File: src/rtl/gip_sram_dp_arbiter_pkg.sv
// Shared types and constants for the GIP dual-port SRAM arbiter.
package gip_sram_arb_pkg;

  localparam int SRAM_ADDR_W = 11;
  localparam int SRAM_DATA_W = 32;

  typedef logic [SRAM_ADDR_W-1:0] sram_addr_t;
  typedef logic [SRAM_DATA_W-1:0] sram_data_t;

  // Read-side FSM: single-cycle grant in IDLE, extra beats in BURST
  typedef enum logic {
    IDLE  = 1'b0,
    BURST = 1'b1
  } rd_state_t;

  // Client identity, also the bit position of that client in req/grant vectors
  typedef enum logic {
    CLIENT_A = 1'b0,
    CLIENT_B = 1'b1
  } client_t;

endpackage

File: src/rtl/gip_sram_dp_arbiter_if.sv
// Client and SRAM-macro side signals of the dual-port SRAM arbiter.
// master = clients plus the SRAM macro, slave = the arbiter itself.
interface gip_sram_dp_arbiter_if
  import gip_sram_arb_pkg::*;
#(
  parameter int BURST_BITS = 3
) ();

  // Read clients
  logic                  rd_req_a;
  logic                  rd_req_b;
  sram_addr_t            rd_addr_a;
  sram_addr_t            rd_addr_b;
  logic [BURST_BITS-1:0] rd_len_a;
  logic [BURST_BITS-1:0] rd_len_b;
  logic                  rd_ack_a;
  logic                  rd_ack_b;
  logic                  rd_valid_a;
  logic                  rd_valid_b;
  logic                  rd_last_a;
  logic                  rd_last_b;
  sram_data_t            rd_data;

  // Write clients
  logic                  wr_req_a;
  logic                  wr_req_b;
  sram_addr_t            wr_addr_a;
  sram_addr_t            wr_addr_b;
  sram_data_t            wr_data_a;
  sram_data_t            wr_data_b;
  logic                  wr_ack_a;
  logic                  wr_ack_b;

  // SRAM macro ports
  logic                  sram_read;
  sram_addr_t            sram_read_address;
  sram_data_t            sram_read_data;
  logic                  sram_write;
  sram_addr_t            sram_write_address;
  sram_data_t            sram_write_data;

  modport slave (
    input  rd_req_a, rd_req_b, rd_addr_a, rd_addr_b, rd_len_a, rd_len_b,
    output rd_ack_a, rd_ack_b, rd_valid_a, rd_valid_b, rd_last_a, rd_last_b, rd_data,
    input  wr_req_a, wr_req_b, wr_addr_a, wr_addr_b, wr_data_a, wr_data_b,
    output wr_ack_a, wr_ack_b,
    output sram_read, sram_read_address, sram_write, sram_write_address, sram_write_data,
    input  sram_read_data
  );

  modport master (
    output rd_req_a, rd_req_b, rd_addr_a, rd_addr_b, rd_len_a, rd_len_b,
    input  rd_ack_a, rd_ack_b, rd_valid_a, rd_valid_b, rd_last_a, rd_last_b, rd_data,
    output wr_req_a, wr_req_b, wr_addr_a, wr_addr_b, wr_data_a, wr_data_b,
    input  wr_ack_a, wr_ack_b,
    input  sram_read, sram_read_address, sram_write, sram_write_address, sram_write_data,
    output sram_read_data
  );

endinterface

File: src/rtl/gip_sram_dp_arbiter_rr_arb2.sv
// Two-way round-robin arbiter. Grant is combinational from req; the
// priority pointer only moves when the caller says the grant was used.
module gip_rr_arb2 (
  input  logic       clock,
  input  logic       reset,
  input  logic [1:0] req,
  input  logic       advance,
  output logic [1:0] grant
);

  logic favour_b;

  // Lone requester always wins; on contention the pointer decides
  always_comb begin
    grant = 2'b00;
    case (req)
      2'b01:   grant = 2'b01;
      2'b10:   grant = 2'b10;
      2'b11:   grant = favour_b ? 2'b10 : 2'b01;
      default: grant = 2'b00;
    endcase
  end

  // After a used grant, hand priority to the client that did not win
  always_ff @(posedge clock) begin
    if (reset) begin
      favour_b <= 1'b0;
    end else if (advance && (grant != 2'b00)) begin
      favour_b <= grant[0];
    end
  end

endmodule

File: src/rtl/gip_sram_dp_arbiter.sv
// Shares one simple dual-port 2048x32 SRAM between two read clients
// (round-robin, 1..2^BURST_BITS word bursts) and two write clients
// (independent single-beat round-robin).
module gip_sram_dp_arbiter
  import gip_sram_arb_pkg::*;
#(
  parameter int BURST_BITS = 3
) (
  input  logic                   sram_clock,
  input  logic                   sram_reset,
  gip_sram_dp_arbiter_if.slave   bus
);

  rd_state_t             state;
  client_t               owner;
  sram_addr_t            burst_addr;
  logic [BURST_BITS-1:0] remaining;
  logic                  valid_a;
  logic                  valid_b;
  logic                  last_a;
  logic                  last_b;

  logic [1:0]            rd_req_vec;
  logic [1:0]            rd_grant;
  logic                  rd_advance;
  logic                  rd_start;
  logic                  rd_win_b;
  sram_addr_t            rd_sel_addr;
  logic [BURST_BITS-1:0] rd_sel_len;

  logic [1:0]            wr_req_vec;
  logic [1:0]            wr_grant;
  logic                  wr_advance;

  assign rd_req_vec = {bus.rd_req_b, bus.rd_req_a};
  assign wr_req_vec = {bus.wr_req_b, bus.wr_req_a};

  // Read arbitration only counts while IDLE; bursts freeze the pointer
  assign rd_advance = (state == IDLE) && !sram_reset;
  assign wr_advance = !sram_reset;

  gip_rr_arb2 u_rd_arb (
    .clock   (sram_clock),
    .reset   (sram_reset),
    .req     (rd_req_vec),
    .advance (rd_advance),
    .grant   (rd_grant)
  );

  gip_rr_arb2 u_wr_arb (
    .clock   (sram_clock),
    .reset   (sram_reset),
    .req     (wr_req_vec),
    .advance (wr_advance),
    .grant   (wr_grant)
  );

  assign rd_start    = rd_advance && (rd_grant != 2'b00);
  assign rd_win_b    = rd_grant[1];
  assign rd_sel_addr = rd_win_b ? bus.rd_addr_b : bus.rd_addr_a;
  assign rd_sel_len  = rd_win_b ? bus.rd_len_b  : bus.rd_len_a;

  assign bus.rd_ack_a          = rd_start && rd_grant[0];
  assign bus.rd_ack_b          = rd_start && rd_grant[1];
  assign bus.sram_read         = !sram_reset && ((state == BURST) || (rd_req_vec != 2'b00));
  assign bus.sram_read_address = (state == BURST) ? burst_addr : rd_sel_addr;
  assign bus.rd_data           = bus.sram_read_data;
  assign bus.rd_valid_a        = valid_a;
  assign bus.rd_valid_b        = valid_b;
  assign bus.rd_last_a         = last_a;
  assign bus.rd_last_b         = last_b;

  assign bus.wr_ack_a           = !sram_reset && wr_grant[0];
  assign bus.wr_ack_b           = !sram_reset && wr_grant[1];
  assign bus.sram_write         = !sram_reset && (wr_req_vec != 2'b00);
  assign bus.sram_write_address = wr_grant[1] ? bus.wr_addr_b : bus.wr_addr_a;
  assign bus.sram_write_data    = wr_grant[1] ? bus.wr_data_b : bus.wr_data_a;

  // Read FSM: issue beats, track burst owner/address/count, flag valid/last one cycle later
  always_ff @(posedge sram_clock) begin
    if (sram_reset) begin
      state      <= IDLE;
      owner      <= CLIENT_A;
      burst_addr <= '0;
      remaining  <= '0;
      valid_a    <= 1'b0;
      valid_b    <= 1'b0;
      last_a     <= 1'b0;
      last_b     <= 1'b0;
    end else begin
      valid_a <= 1'b0;
      valid_b <= 1'b0;
      last_a  <= 1'b0;
      last_b  <= 1'b0;
      case (state)
        IDLE: begin
          if (rd_start) begin
            owner      <= rd_win_b ? CLIENT_B : CLIENT_A;
            burst_addr <= rd_sel_addr + 1'b1;
            remaining  <= rd_sel_len;
            valid_a    <= !rd_win_b;
            valid_b    <= rd_win_b;
            last_a     <= !rd_win_b && (rd_sel_len == '0);
            last_b     <= rd_win_b && (rd_sel_len == '0);
            if (rd_sel_len != '0) begin
              state <= BURST;
            end
          end
        end
        BURST: begin
          burst_addr <= burst_addr + 1'b1;
          remaining  <= remaining - 1'b1;
          valid_a    <= (owner == CLIENT_A);
          valid_b    <= (owner == CLIENT_B);
          last_a     <= (owner == CLIENT_A) && (remaining == BURST_BITS'(1));
          last_b     <= (owner == CLIENT_B) && (remaining == BURST_BITS'(1));
          if (remaining == BURST_BITS'(1)) begin
            state <= IDLE;
          end
        end
        default: state <= IDLE;
      endcase
    end
  end

endmodule

File: src/flat_wrapper.sv
// flat-port wrapper written by rule: the top's interface ports become plain ports
module gip_sram_dp_arbiter_flat import gip_sram_arb_pkg::*;
#(
  parameter int BURST_BITS = 3
)
  (sram_clock, sram_reset, bus_rd_req_a, bus_rd_req_b, bus_rd_addr_a, bus_rd_addr_b, bus_rd_len_a, bus_rd_len_b, bus_rd_ack_a, bus_rd_ack_b, bus_rd_valid_a, bus_rd_valid_b, bus_rd_last_a, bus_rd_last_b, bus_rd_data, bus_wr_req_a, bus_wr_req_b, bus_wr_addr_a, bus_wr_addr_b, bus_wr_data_a, bus_wr_data_b, bus_wr_ack_a, bus_wr_ack_b, bus_sram_read, bus_sram_read_address, bus_sram_write, bus_sram_write_address, bus_sram_write_data, bus_sram_read_data);
  gip_sram_dp_arbiter_if #(.BURST_BITS(BURST_BITS)) bus_i ();
  input  logic sram_clock;
  input  logic sram_reset;
  input wire logic [$bits(bus_i.rd_req_a)-1:0] bus_rd_req_a;
  input wire logic [$bits(bus_i.rd_req_b)-1:0] bus_rd_req_b;
  input wire logic [$bits(bus_i.rd_addr_a)-1:0] bus_rd_addr_a;
  input wire logic [$bits(bus_i.rd_addr_b)-1:0] bus_rd_addr_b;
  input wire logic [$bits(bus_i.rd_len_a)-1:0] bus_rd_len_a;
  input wire logic [$bits(bus_i.rd_len_b)-1:0] bus_rd_len_b;
  output wire logic [$bits(bus_i.rd_ack_a)-1:0] bus_rd_ack_a;
  output wire logic [$bits(bus_i.rd_ack_b)-1:0] bus_rd_ack_b;
  output wire logic [$bits(bus_i.rd_valid_a)-1:0] bus_rd_valid_a;
  output wire logic [$bits(bus_i.rd_valid_b)-1:0] bus_rd_valid_b;
  output wire logic [$bits(bus_i.rd_last_a)-1:0] bus_rd_last_a;
  output wire logic [$bits(bus_i.rd_last_b)-1:0] bus_rd_last_b;
  output wire logic [$bits(bus_i.rd_data)-1:0] bus_rd_data;
  input wire logic [$bits(bus_i.wr_req_a)-1:0] bus_wr_req_a;
  input wire logic [$bits(bus_i.wr_req_b)-1:0] bus_wr_req_b;
  input wire logic [$bits(bus_i.wr_addr_a)-1:0] bus_wr_addr_a;
  input wire logic [$bits(bus_i.wr_addr_b)-1:0] bus_wr_addr_b;
  input wire logic [$bits(bus_i.wr_data_a)-1:0] bus_wr_data_a;
  input wire logic [$bits(bus_i.wr_data_b)-1:0] bus_wr_data_b;
  output wire logic [$bits(bus_i.wr_ack_a)-1:0] bus_wr_ack_a;
  output wire logic [$bits(bus_i.wr_ack_b)-1:0] bus_wr_ack_b;
  output wire logic [$bits(bus_i.sram_read)-1:0] bus_sram_read;
  output wire logic [$bits(bus_i.sram_read_address)-1:0] bus_sram_read_address;
  output wire logic [$bits(bus_i.sram_write)-1:0] bus_sram_write;
  output wire logic [$bits(bus_i.sram_write_address)-1:0] bus_sram_write_address;
  output wire logic [$bits(bus_i.sram_write_data)-1:0] bus_sram_write_data;
  input wire logic [$bits(bus_i.sram_read_data)-1:0] bus_sram_read_data;
  assign bus_i.rd_req_a = bus_rd_req_a;
  assign bus_i.rd_req_b = bus_rd_req_b;
  assign bus_i.rd_addr_a = bus_rd_addr_a;
  assign bus_i.rd_addr_b = bus_rd_addr_b;
  assign bus_i.rd_len_a = bus_rd_len_a;
  assign bus_i.rd_len_b = bus_rd_len_b;
  assign bus_rd_ack_a = bus_i.rd_ack_a;
  assign bus_rd_ack_b = bus_i.rd_ack_b;
  assign bus_rd_valid_a = bus_i.rd_valid_a;
  assign bus_rd_valid_b = bus_i.rd_valid_b;
  assign bus_rd_last_a = bus_i.rd_last_a;
  assign bus_rd_last_b = bus_i.rd_last_b;
  assign bus_rd_data = bus_i.rd_data;
  assign bus_i.wr_req_a = bus_wr_req_a;
  assign bus_i.wr_req_b = bus_wr_req_b;
  assign bus_i.wr_addr_a = bus_wr_addr_a;
  assign bus_i.wr_addr_b = bus_wr_addr_b;
  assign bus_i.wr_data_a = bus_wr_data_a;
  assign bus_i.wr_data_b = bus_wr_data_b;
  assign bus_wr_ack_a = bus_i.wr_ack_a;
  assign bus_wr_ack_b = bus_i.wr_ack_b;
  assign bus_sram_read = bus_i.sram_read;
  assign bus_sram_read_address = bus_i.sram_read_address;
  assign bus_sram_write = bus_i.sram_write;
  assign bus_sram_write_address = bus_i.sram_write_address;
  assign bus_sram_write_data = bus_i.sram_write_data;
  assign bus_i.sram_read_data = bus_sram_read_data;
  gip_sram_dp_arbiter #(.BURST_BITS(BURST_BITS)) u_core (.sram_clock(sram_clock), .sram_reset(sram_reset), .bus(bus_i));
endmodule
File: config.mk
export PLATFORM = sky130hd
export DESIGN_NAME = gip_sram_dp_arbiter_flat
export DESIGN_NICKNAME = d
export VERILOG_FILES = /design/src/rtl/gip_sram_dp_arbiter_pkg.sv /design/src/rtl/gip_sram_dp_arbiter_if.sv /design/src/rtl/gip_sram_dp_arbiter_rr_arb2.sv /design/src/rtl/gip_sram_dp_arbiter.sv /design/src/flat_wrapper.sv
export SDC_FILE = /design/constraint.sdc
export NUM_CORES = 1
export LEC_CHECK = 0
export CORE_ASPECT_RATIO = 0.6
export CORE_MARGIN = 2
export CORE_UTILIZATION = 25
export CTS_BUF_LIST = sky130_fd_sc_hd__clkbuf_8
export DETAILED_ROUTE_END_ITERATION = 10
export DONT_BUFFER_PORTS = 1
export PLACE_DENSITY = 0.49
export SLEW_MARGIN = 20
export SYNTH_ARGS = -nofsm -noshare
export SYNTH_HDL_FRONTEND = slang
export SYNTH_SLANG_ARGS = --single-unit
File: constraint.sdc
create_clock -name sram_clock -period 2.2 [get_ports sram_clock]
set_input_delay 0.66 -clock sram_clock [delete_from_list [all_inputs] [get_ports sram_clock]]
set_output_delay 0.66 -clock sram_clock [all_outputs]
set_load 0.1 [all_outputs]
## After elaboration in Yosys (flattened, before gate mapping)

Index checks and enable logic that the tools add are counted.

- Bits in registers: 22
- Bits in latches: 0
- Memory bits (writable): 0
- ROM bits: 0
- Input port bits: 152
- Output and inout bits: 96
- Logic and storage cells: 72
- Memories kept: 0

- Add/sub/neg operators: 3
- Multiply operators: 0
- Divide/modulo/power cells: 0
- $lt $le $gt $ge: 0
- Eq/ne operators: 8
- Shift-type cells: 0
- Multiplexer cells: 26
- Bitwise operators: 2
- Reduce and logical (&&, ||, !) cells: 23

Operator list:

| operator | count |
|---|---|
| 11-bit two-way mux | 4 |
| 32-bit two-way mux | 1 |
| 11-bit by 1-bit adder with 11-bit output, second input constant | 2 |
| 11-bit case mux with 2 select lines | 1 |
| 1-bit logical AND | 13 |
| 2-bit case mux with 3 select lines | 2 |
| 1-bit case mux with 2 select lines | 5 |
| 2-bit == test, second input constant | 4 |
| 1-bit two-way mux | 8 |
| 2-bit nonzero test | 4 |
| 3-bit two-way mux | 2 |
| 3-bit case mux with 2 select lines | 1 |
| 2-bit by 1-bit == test with 1-bit output, second input constant | 2 |
| 2-bit two-way mux | 2 |
| 3-bit by 1-bit == test with 1-bit output, second input constant | 1 |
| 3-bit logical NOT | 1 |
| 3-bit nonzero test | 1 |
| 3-bit by 1-bit subtractor with 3-bit output, second input constant | 1 |
| 1-bit logical NOT | 2 |
| 2-bit by 1-bit != test with 1-bit output, second input constant | 1 |
| 1-bit inverter | 2 |
| 2-bit AND reduction | 1 |
| 1-bit logical OR | 1 |

## Logic depth before layout (Yosys ltp)

Gate-level depths: netlist of run 1.

- Word-level depth: 7
- Mapped depth: 9
- Depth with buffers taken out: 7

## Modules after synthesis

A second synthesis of run 1 with hierarchy kept.

- Cells, all modules: 256
- Area total of the unflattened synthesis: 2183.3 um^2

By module, submodules not included:

| module | times used | cells an instance | area an instance (um^2) |
|---|---|---|---|
| gip_sram_dp_arbiter | 1 | 242 | 2053.2 |
| gip_rr_arb2 | 2 | 7 | 65.1 |

## Worst setup path before layout of run 1

Ideal clock, no wire load.

- Path kind: input to output
- Start point: input bus_rd_req_b
- End point: output bus_sram_read_address[9]
- Arrival: 3435 ps
- Data required time: 1540 ps
- Setup slack: -1895 ps
- Cell stages on the path: 4
- Path buffers: 1
- Cell sequence: buf_2 nand2_1 mux2i_1 o21ai_0

- Cells in the longest elaborated chain, start to end: 4
- Elaborated cells between the ends (all ways): 6
- Classes of those cells: 3 x eq/ne; 3 x mux

RTL lines:

| item | RTL line | source |
|---|---|---|
| from (decl) | flat_wrapper.sv:11 | `input wire logic [$bits(bus_i.rd_req_b)-1:0] bus_rd_req_b;` |
| 2-bit == test / 2-bit by 1-bit == test with 1-bit output (equally long branches) | gip_sram_dp_arbiter_rr_arb2.sv:16 | `case (req)` |
| 2-bit case mux with 3 select lines * | gip_sram_dp_arbiter_rr_arb2.sv:16 |  |
| 11-bit two-way mux * | gip_sram_dp_arbiter.sv:60 | `assign rd_sel_addr = rd_win_b ? bus.rd_addr_b : bus.rd_addr_a;` |
| 11-bit two-way mux * | gip_sram_dp_arbiter.sv:66 | `assign bus.sram_read_address = (state == BURST) ? burst_addr : rd_sel_addr;` |
| to (decl) | flat_wrapper.sv:32 | `output wire logic [$bits(bus_i.sram_read_address)-1:0] bus_sram_read_address;` |

Every way passes the cells marked *; elsewhere a longest branch is shown, timed or not.

## Worst setup path after layout of run 1

- Start point: register u_core.u_rd_arb.favour_b
- End point: output bus_sram_read_address[10]

- Cells in the longest elaborated chain, start to end: 4

RTL lines:

| item | RTL line | source |
|---|---|---|
| from (decl) | gip_sram_dp_arbiter_rr_arb2.sv:11 | `logic favour_b;` |
| from (signal assigned) | gip_sram_dp_arbiter_rr_arb2.sv:29 | `favour_b <= grant[0];` |
| 2-bit two-way mux | gip_sram_dp_arbiter_rr_arb2.sv:19 | `2'b11: grant = favour_b ? 2'b10 : 2'b01;` |
| 2-bit case mux with 3 select lines | gip_sram_dp_arbiter_rr_arb2.sv:16 |  |
| 11-bit two-way mux | gip_sram_dp_arbiter.sv:60 |  |
| 11-bit two-way mux | gip_sram_dp_arbiter.sv:66 |  |

No other way between the ends.

==> impl_metrics.json, run 1 <==
{
  "status": "finished, violations left",
  "violations": "negative setup slack",
  "port_buffers": 0,
  "routed-via-count": 2032,
  "ys_seq_area_frac": 0.203,
  "r2r_start": "u_core.u_rd_arb.favour_b",
  "reg2reg_slack_ns": 0.18,
  "synth_async_sr_flop_share": 0,
  "n_antenna_cell": 0,
  "route.detailed.vias_per_inst": 4.77,
  "layout_setup_ws_ns": -0.0635,
  "grt_pass1_wl_mm": 11.2,
  "fmax_ghz": 0.442,
  "gr-total-overflow": 0,
  "crit_path_end": "bus_sram_read_address[10]",
  "ys_top_cells_by_area": "mux2_2, dfxtp_1, buf_4",
  "drc": 0,
  "reg2reg_depth": 7,
  "wl_per_cell_um": 18.3,
  "drive_gt1_frac": 0.583,
  "min_period_ns": 2.26,
  "min_path_type": "in2reg",
  "syn_inst": 256,
  "die_w_um": 124,
  "ys.flop_type": "dfxtp_1",
  "syn_area_per_cell_um2": 8.46,
  "grtUsageTotal": 0.149,
  "fp-row-count": 26,
  "drv_cap": 0,
  "core_um2": 8460,
  "reg2reg_to": "u_core.burst_addr[9]",
  "syn-num-nets": 410,
  "detail_route.iter0.violations": 66,
  "drt-pass1-iter-count": 4,
  "drv_slew": 0,
  "grt_pass1_vias": 1928,
  "required_ns": 1.54,
  "synth_most_common_cell": "mux2_2",
  "cts_inserted_buffers": 3,
  "skew_ns": 0.00826,
  "syn_to_final_growth_pct": 87.0,
  "hold_buffers": 0,
  "cts.sinks": 22,
  "fp.dieArea_um2": 9450,
  "crit_arrival_ns": 1.60,
  "critPathKind": "reg2out",
  "synthesis.area_um2": 2170,
  "yosys.area.top_type": "mux2_2",
  "antenna_found_initial": 0,
  "final_hold_viol_count": 0,
  "pin_count": 248,
  "yosysTopAreaCellShare": 0.234,
  "rsz0062_at_grt": "yes",
  "hpwlAfterDp_mm": 6.05,
  "die_y_um": 76.1,
  "slew_headroom": 0.773,
  "initial_core_util": 0.256,
  "crit_fanout": 3,
  "synth_cell_types": 48,
  "cts.htree.levels": 1,
  "critPathLaunchType": "flop",
  "cts_buffer_depth": 2,
  "insertion_delay_ns": 0.27,
  "cts_tree": "yes",
  "ir_worst_vdd_v": 0.000450,
  "p_leak_uw": 0.00182,
  "fin_util": 0.479,
  "nets": 469,
  "startpoint": "u_core.u_rd_arb.favour_b",
  "dp.cells": 407,
  "setup_violations": 26,
  "ys_ff_latch": 22,
  "tightest_slew_ns": 0.337,
  "gp_congestion": 0.769,
  "power_density_nw_per_um2": 882,
  "ant_nets": 0,
  "critPathCaptureType": "primary output",
  "clk_pin_slew_ns": 0.09,
  "routed_wl_mm": 7.79,
  "grt_max_degree": 29,
  "yosysWarnings": 0,
  "cts_root_buf": "clkbuf_8",
  "final_cells": 426,
  "synth_edf_count": 0,
  "period_share": 1.03,
  "yosys-top-cells-count": "mux2_2, buf_4, nand2_1, nor2_1, dfxtp_1"
}
timing repair:
item                                    in CTS  in global routing
endpoints found under the hold margin        0                  0
endpoints found under the setup margin      47                 55
setup buffers                                2                  8
pin swaps                                    4                  4
resized for setup                           19                  9
gates cloned                                 2                  3
logic make-up (layout without fill, tap and decap cells):
| logic type | after synthesis | count (layout) | share of synthesized area |
|---|---|---|---|
| and+or+nand+nor | 83 | 83 | 0.191 |
| buffers and inverters | 53 | 111 | 0.160 |
| muxes | 50 | 50 | 0.257 |
| AOI/OAI and AO/OA | 37 | 37 | 0.141 |
| DFF | 22 | 22 | 0.203 |
| xor gates and xnor gates | 9 | 9 | 0.0364 |
| adders and majority gates | 2 | 2 | 0.0116 |
final cells by class:
class	count	area (um^2)
clock buffers	3	41.3
clock inverters	1	30.0
fillers	783	4410
inverters	5	22.5
multi-input cells	181	1720
flip-flops and latches	22	447
well taps	112	140
repair buffers	102	1650
worst max-delay path, stage by stage, from the launching register on:
cell,delay (ns)
dfxtp_2,0.33
nand2b_4,0.15
nand2_4,0.07
buf_6,0.10
mux2i_1,0.19
o21a_1,0.19
clkinvlp_4,0.13
buf_12,0.17
worst min path at each step:
| stage | start | end | cells past startpoint |
|---|---|---|---|
| detailed placement | u_core.u_rd_arb.favour_b | u_core.u_rd_arb.favour_b | 1 |
| finish | sram_reset | u_core.remaining[0] | 1 |
| global route | sram_reset | u_core.burst_addr[9] | 1 |
| global placement | u_core.burst_addr[7] | u_core.burst_addr[7] | 2 |
| CTS | sram_reset | u_core.burst_addr[9] | 1 |
| floorplan | u_core.u_rd_arb.favour_b | u_core.u_rd_arb.favour_b | 1 |
registers in the layout (all words and copies together), names as in the netlist:
signal,cells
u_core.burst_addr,11
u_core.remaining,3
u_core.bus.rd_last_a,1
u_core.bus.rd_last_b,1
u_core.bus.rd_valid_a,1
u_core.bus.rd_valid_b,1
u_core.owner,1
u_core.state,1
u_core.u_rd_arb.favour_b,1
u_core.u_wr_arb.favour_b,1
stage by stage:
| stage | area (um^2) | setup slack (ns) | TNS, ns | hold WS (ns) | total power, uW |
|---|---|---|---|---|---|
| 3_5_place_dp | 3650 | -0.125 | -1.34 | 0.449 | 3030 |
| 6_report | 4050 | -0.0635 | -0.424 | 0.445 | 3570 |
| 5_1_grt | 4050 | -0.156 | -3.10 | 0.425 | 3710 |
| 4_1_cts | 3870 | -0.114 | -0.402 | 0.436 | 3470 |
| 2_1_floorplan | 2510 | -0.738 | -7.51 | 0.427 | 2540 |
| 3_3_place_gp | 3650 | -0.0895 | -0.934 | 0.435 | 3010 |
where the power goes:
part           internal [uW]  total, uW  switching [uW]
Combinational           1060       2650            1600
Sequential               481        530            48.8
Clock                    243        390             147
routing by layer:
| metal | GRT usage | share of wire |
|---|---|---|
| met5 | 0 | 0 |
| met2 | 0.225 | 0.46 |
| met1 | 0.206 | 0.44 |
| met3 | 0.0614 | 0.099 |
| met4 | 0.00899 | 0.0030 |
layout by cell type, fill, tap and decap left out, types with 6 or more instances in the layout:
cell and count:
a21oi_1 6, buf_4 32, nand3_1 8, a211oi_1 7, buf_12 62, nor2_4 6
nor2_1 17, mux2_4 44, xor2_1 6, nand2b_1 7, dfxtp_1 19, nand2_1 22
(Power assumes the default switching activity.)
==> run 2, diff against run 1 <==
--- a/config.mk
+++ b/config.mk
@@ -11,7 +11,7 @@
 export CTS_BUF_LIST = sky130_fd_sc_hd__clkbuf_8
 export DETAILED_ROUTE_END_ITERATION = 10
 export DONT_BUFFER_PORTS = 1
-export PLACE_DENSITY = 0.49
+export PLACE_DENSITY = 0.47
 export SLEW_MARGIN = 20
 export SYNTH_ARGS = -nofsm -noshare
 export SYNTH_HDL_FRONTEND = slang
==> constraint.sdc (replaced) <==
create_clock -name sram_clock -period 2.6 [get_ports sram_clock]
set_input_delay 0.78 -clock sram_clock [delete_from_list [all_inputs] [get_ports sram_clock]]
set_output_delay 0.78 -clock sram_clock [all_outputs]
set_load 0.1 [all_outputs]
==> run 2 against run 1 <==
Net effect:
- global-route usage down 1.3 points
- flip-flop and latch count unchanged
- worst setup slack better by 0.14 ns
- non-clock buffer count down 61
- clock power down 33%
- critical path type is now in2out
- final area down 30%
- cell count down 14%
- via count down 11%
- core utilization down 14 points
- the flow now finishes without violations
- critical path depth down 2
==> impl_metrics.json, run 2 (same netlist as run 1, synthesis figures left out) <==
{
  "wl_per_cell_um": 18.3,
  "cts.htree.levels": 1,
  "slew_headroom": 0.508,
  "slowest_stage": "a221o_2",
  "skew_ns": 0.00281,
  "initial_core_util": 0.256,
  "critPathLaunchType": "input port",
  "crit_fanout": 7,
  "cts_root_buf": "clkbuf_8",
  "multi_input_area_um2": 1620,
  "gr-total-overflow": 0,
  "period_share": 0.971,
  "min_from": "u_core.burst_addr[7]",
  "power_density_nw_per_um2": 889,
  "routed_wl_mm": 6.69,
  "cts_inserted_buffers": 3,
  "core_um2": 8460,
  "drc": 0,
  "routed-via-count": 1800,
  "final_cell_mix": "mux2_4, nand2_1, dfxtp_1",
  "worstPathCellList": "nand2b_4 > and2_4 > buf_12 > a221o_2 > buf_4",
  "n_antenna_cell": 0,
  "route.detailed.vias_per_inst": 4.93,
  "nFillCells": 877,
  "gp_congestion": 0.813,
  "min_path_type": "reg2reg",
  "pin_count": 248,
  "setup_violations": 0,
  "final_common_cell": "mux2_4",
  "detail_route.iter0.violations": 68,
  "fmax_ghz": 0.396,
  "cp_slowest_stage_delay_ns": 0.37,
  "clkPwrFrac": 0.104,
  "antenna_found_initial": 0,
  "crit_arrival_ns": 1.74,
  "final_hold_viol_count": 0,
  "p_total_uw": 2530,
  "grt_use_met1": 0.200,
  "grtUsageTotal": 0.135,
  "required_ns": 1.82,
  "cp_top_family": "buffers and inverters",
  "combPwrFrac": 0.717,
  "die_w_um": 124,
  "fp.dieArea_um2": 9450,
  "p_leak_uw": 0.00125,
  "tightest_slew_ns": 0.735,
  "cts_buffer_depth": 2,
  "fp-row-count": 26,
  "cts_tree": "yes",
  "ant_nets": 0,
  "grt.met2_usage": 0.185,
  "port_buffers": 0,
  "dp.cells": 361,
  "post_cts.repair.setup_buffers": 0,
  "p_sw_uw": 1430,
  "min_period_ns": 2.52,
  "busiest_layer": "met1",
  "largest_reg_flops": 11,
  "drive_gt1_frac": 0.451,
  "p_int_uw": 1100,
  "reg2reg_depth": 8,
  "rsz0062_at_grt": "no",
  "finish.instance_area_um2": 2840,
  "cts.sinks": 22,
  "layout_setup_ws_ns": 0.0752,
  "ff_latch_area_um2": 440,
  "syn_to_final_growth_pct": 31.1,
  "grt_max_degree": 24,
  "cp.buffers_inverters": 2,
  "hpwlAfterDp_mm": 5.56,
  "drv_cap": 0,
  "worst-path-stages": 5,
  "holdPathStages": 2,
  "dp_slack_ns": 0.00914,
  "min_to": "u_core.burst_addr[7]",
  "reg2reg_to": "u_core.burst_addr[9]",
  "switching_share": 0.566,
  "ir_worst_vdd_v": 0.000400,
  "critPathKind": "in2out",
  "critPathCaptureType": "primary output",
  "grt_pass1_wl_mm": 9.93,
  "grt_pass1_vias": 1714,
  "reg2reg_slack_ns": 0.45,
  "met3_usage": 0.0531,
  "die_y_um": 76.1,
  "status": "finished clean",
  "drv_slew": 0,
  "drt-pass1-iter-count": 4,
  "final_cells": 365,
  "pwr-share-seq": 0.179,
  "clk_pin_slew_ns": 0.09,
  "r2r_start": "u_core.state",
  "reg.largest.list": "u_core.burst_addr x11, u_core.remaining x3",
  "finalSetupTns_ns": 0,
  "top_register": "u_core.burst_addr",
  "insertion_delay_ns": 0.27,
  "placed_area_um2": 2780,
  "startpoint": "bus_rd_req_a",
  "nets": 408
}
==> run 2: changes by cell type in the layout (fill, tap and decap cells not counted), moves of 2 or more <==
cell | previous run | this run
o311a_2 | 0 | 3
o311a_4 | 3 | 0
clkbuf_16 | 3 | 0
buf_4 | 32 | 21
mux2_4 | 44 | 39
mux2i_1 | 3 | 5
mux2_2 | 1 | 6
buf_12 | 62 | 20
dfxtp_1 | 19 | 22
buf_6 | 3 | 0
buf_16 | 2 | 0
nor2_4 | 6 | 4
dfxtp_2 | 2 | 0
==> run 2: timing repair <==
item / CTS / global route
resized for setup: 0 / 1
hold buffers: 0 / 0
setup endpoints to repair: 0 / 36
==> run 2: metrics by stage <==
stage / util / hold slack, ns
detailed placement: 0.329 / 0.446
finish: 0.336 / 0.461
global placement: 0.329 / 0.441
global route: 0.336 / 0.487
CTS: 0.335 / 0.459
floorplan: - / 0.427
==> run 2: how the worst max path moves through the flow <==
stage,slack [ns],end
floorplan,-0.46,u_core.burst_addr[9]
global placement,0.03,bus_sram_write_data[21]
detailed placement,0.009,bus_sram_write_address[8]
CTS,0.01,bus_sram_write_address[8]
global route,0.02,bus_sram_read_address[10]
finish,0.08,bus_sram_read_address[3]
==> run 2: layout make-up <==
class,count,area share
sequential,22,0.155
timing repair buffer,41,0.197
tap,112,0.0494
inverter,5,0.00793
multi-input combinational,181,0.572
clock buffer,4,0.0194
==> run 2: power groups by stage <==
stage	clock network (uW)	registers, uW	logic [uW]
final	263	451	1810
after global routing	287	459	1890
after CTS	273	451	1820
after detailed placement	0	459	1810
after global placement	0	456	1810
after floorplan	0	486	1640
==> run 2: tightest hold or removal path, stage by stage (launching register included) <==
cell,delay (ns)
dfxtp_1,0.32
nand2_1,0.06
a21oi_1,0.05
==> run 2: layer usage <==
metal | vias up | wire [um]
met5 | - | 0
met4 | 0 | 55
met3 | 12 | 487
met2 | 74 | 2900
met1 | 856 | 3250
li1 | 858 | -
==> run 3, diff against run 2 <==
--- a/config.mk
+++ b/config.mk
@@ -5,13 +5,16 @@
 export SDC_FILE = /design/constraint.sdc
 export NUM_CORES = 1
 export LEC_CHECK = 0
+export CELL_PAD_IN_SITES_DETAIL_PLACEMENT = 0
+export CELL_PAD_IN_SITES_GLOBAL_PLACEMENT = 1
 export CORE_ASPECT_RATIO = 0.6
 export CORE_MARGIN = 2
 export CORE_UTILIZATION = 25
 export CTS_BUF_LIST = sky130_fd_sc_hd__clkbuf_8
 export DETAILED_ROUTE_END_ITERATION = 10
 export DONT_BUFFER_PORTS = 1
-export PLACE_DENSITY = 0.47
+export GPL_ROUTABILITY_DRIVEN = 0
+export PLACE_DENSITY = 0.63
 export SLEW_MARGIN = 20
 export SYNTH_ARGS = -nofsm -noshare
 export SYNTH_HDL_FRONTEND = slang
==> run 3 against run 2 <==
Net effect:
- total power up 2.8%
- combinational power about the same
- critical path depth up 2
- clock power up 25%
- sequential power about the same
- clock-buffer cell count down 1
==> impl_metrics.json, run 3 (same netlist as run 1, synthesis figures left out) <==
{
  "finish.instance_area_um2": 2860,
  "insertion_delay_ns": 0.27,
  "worstPathCellList": "nand2b_4 > nand2_2 > buf_6 > mux2i_1 > o21a_1 > clkinvlp_4 > buf_12",
  "wl_per_cell_um": 17.7,
  "power_density_nw_per_um2": 908,
  "cp_slowest_stage_delay_ns": 0.20,
  "initial_core_util": 0.256,
  "cts.htree.levels": 1,
  "status": "finished clean",
  "fp-row-count": 26,
  "routed-via-count": 1822,
  "die_w_um": 124,
  "cts_tree": "yes",
  "min_period_ns": 2.55,
  "die_y_um": 76.1,
  "drive_gt1_frac": 0.452,
  "ant_nets": 0,
  "grtUsageTotal": 0.126,
  "required_ns": 1.82,
  "cts_buffer_depth": 2,
  "tightest_slew_ns": 0.730,
  "p_leak_uw": 0.00125,
  "final_hold_viol_count": 0,
  "min_path_type": "reg2reg",
  "final_common_cell": "mux2_4",
  "nets": 407,
  "slew_headroom": 0.512,
  "crit_fanout": 6,
  "routed_wl_mm": 6.43,
  "drv_cap": 0,
  "final_cell_mix": "mux2_4, nand2_1, dfxtp_1",
  "top_register": "u_core.burst_addr",
  "syn_to_final_growth_pct": 32.1,
  "n_antenna_cell": 0,
  "hpwlAfterDp_mm": 5.31,
  "slowest_stage": "mux2i_1",
  "drt-pass1-iter-count": 4,
  "cp.buffers_inverters": 3,
  "ir_worst_vdd_v": 0.000358,
  "gr-total-overflow": 0,
  "hold_buffers": 0,
  "cts_root_buf": "clkbuf_8",
  "crit_arrival_ns": 1.77,
  "clk_pin_slew_ns": 0.08,
  "fp.dieArea_um2": 9450,
  "grt_pass1_vias": 1681,
  "drv_slew": 0,
  "cp_top_family": "buffers and inverters",
  "route.detailed.vias_per_inst": 5.01,
  "grt_max_degree": 27,
  "skew_ns": 0.00493,
  "p_total_uw": 2600,
  "pin_count": 248,
  "cts.sinks": 22,
  "layout_setup_ws_ns": 0.0543,
  "core_um2": 8460,
  "critPathLaunchType": "input port",
  "fin_util": 0.338,
  "placed_area_um2": 2760,
  "critPathKind": "in2out",
  "detail_route.iter0.violations": 64,
  "grt_pass1_wl_mm": 9.48,
  "largest_reg_flops": 11,
  "setup_violations": 0,
  "dp_slack_ns": -0.0153,
  "cts_inserted_buffers": 3,
  "period_share": 0.979,
  "fmax_ghz": 0.393,
  "reg.largest.list": "u_core.burst_addr x11, u_core.remaining x3",
  "drc": 0,
  "critPathCaptureType": "primary output",
  "antenna_found_initial": 0,
  "port_buffers": 0
}
## run 3: stage by stage
stage | cells | hold slack (ns) | setup TNS (ns)
2_1_floorplan | 256 | 0.427 | -3.71
3_3_place_gp | 357 | 0.437 | 0
3_5_place_dp | 357 | 0.446 | -0.0153
4_1_cts | 362 | 0.459 | 0
5_1_grt | 364 | 0.480 | -0.00940
6_report | 364 | 0.455 | 0
## run 3: timing repair
item                       in CTS  in global routing
pin swaps                       1                  1
setup buffers                   1                  2
setup endpoints to repair       1                  1
resized for setup               2                  0
## run 3: power breakdown
group / switching, uW / internal, uW / leakage (uW)
clock network: 122 / 206 / 0.0000357
registers: 45.7 / 404 / 0.000182
logic: 1260 / 563 / 0.00103
total: 1420 / 1170 / 0.00125
## run 3: final timing paths
kind         slack (ns)                 start                         to  cells past startpoint
max reg2reg        0.37          u_core.state       u_core.burst_addr[9]                      8
min reg2reg        0.46  u_core.burst_addr[7]       u_core.burst_addr[7]                      2
min                0.46  u_core.burst_addr[7]       u_core.burst_addr[7]                      2
max                0.05          bus_rd_req_a  bus_sram_read_address[10]                      7
## run 3: layout make-up
class	count	area, um^2
Inverter	5	22.5
Timing Repair Buffer	40	567
Tap cell	112	140
Clock inverter	1	30.0
Sequential cell	22	440
Fill cell	872	5600
Multi-Input combinational cell	181	1620
Clock buffer	3	41.3
## run 3: metal layers
| layer | vias to the layer above | routed length, um | GRT usage |
|---|---|---|---|
| li1 | 861 | - | - |
| met1 | 859 | 3090 | 0.189 |
| met2 | 92 | 2760 | 0.175 |
| met3 | 10 | 540 | 0.0434 |
| met4 | 0 | 37 | 0.0135 |
| met5 | - | 0 | 0 |
## run 3: tightest hold or removal path, stage by stage (launching register included)
cell and delay (ns):
dfxtp_1 0.32, nand2_1 0.05, a21oi_1 0.05
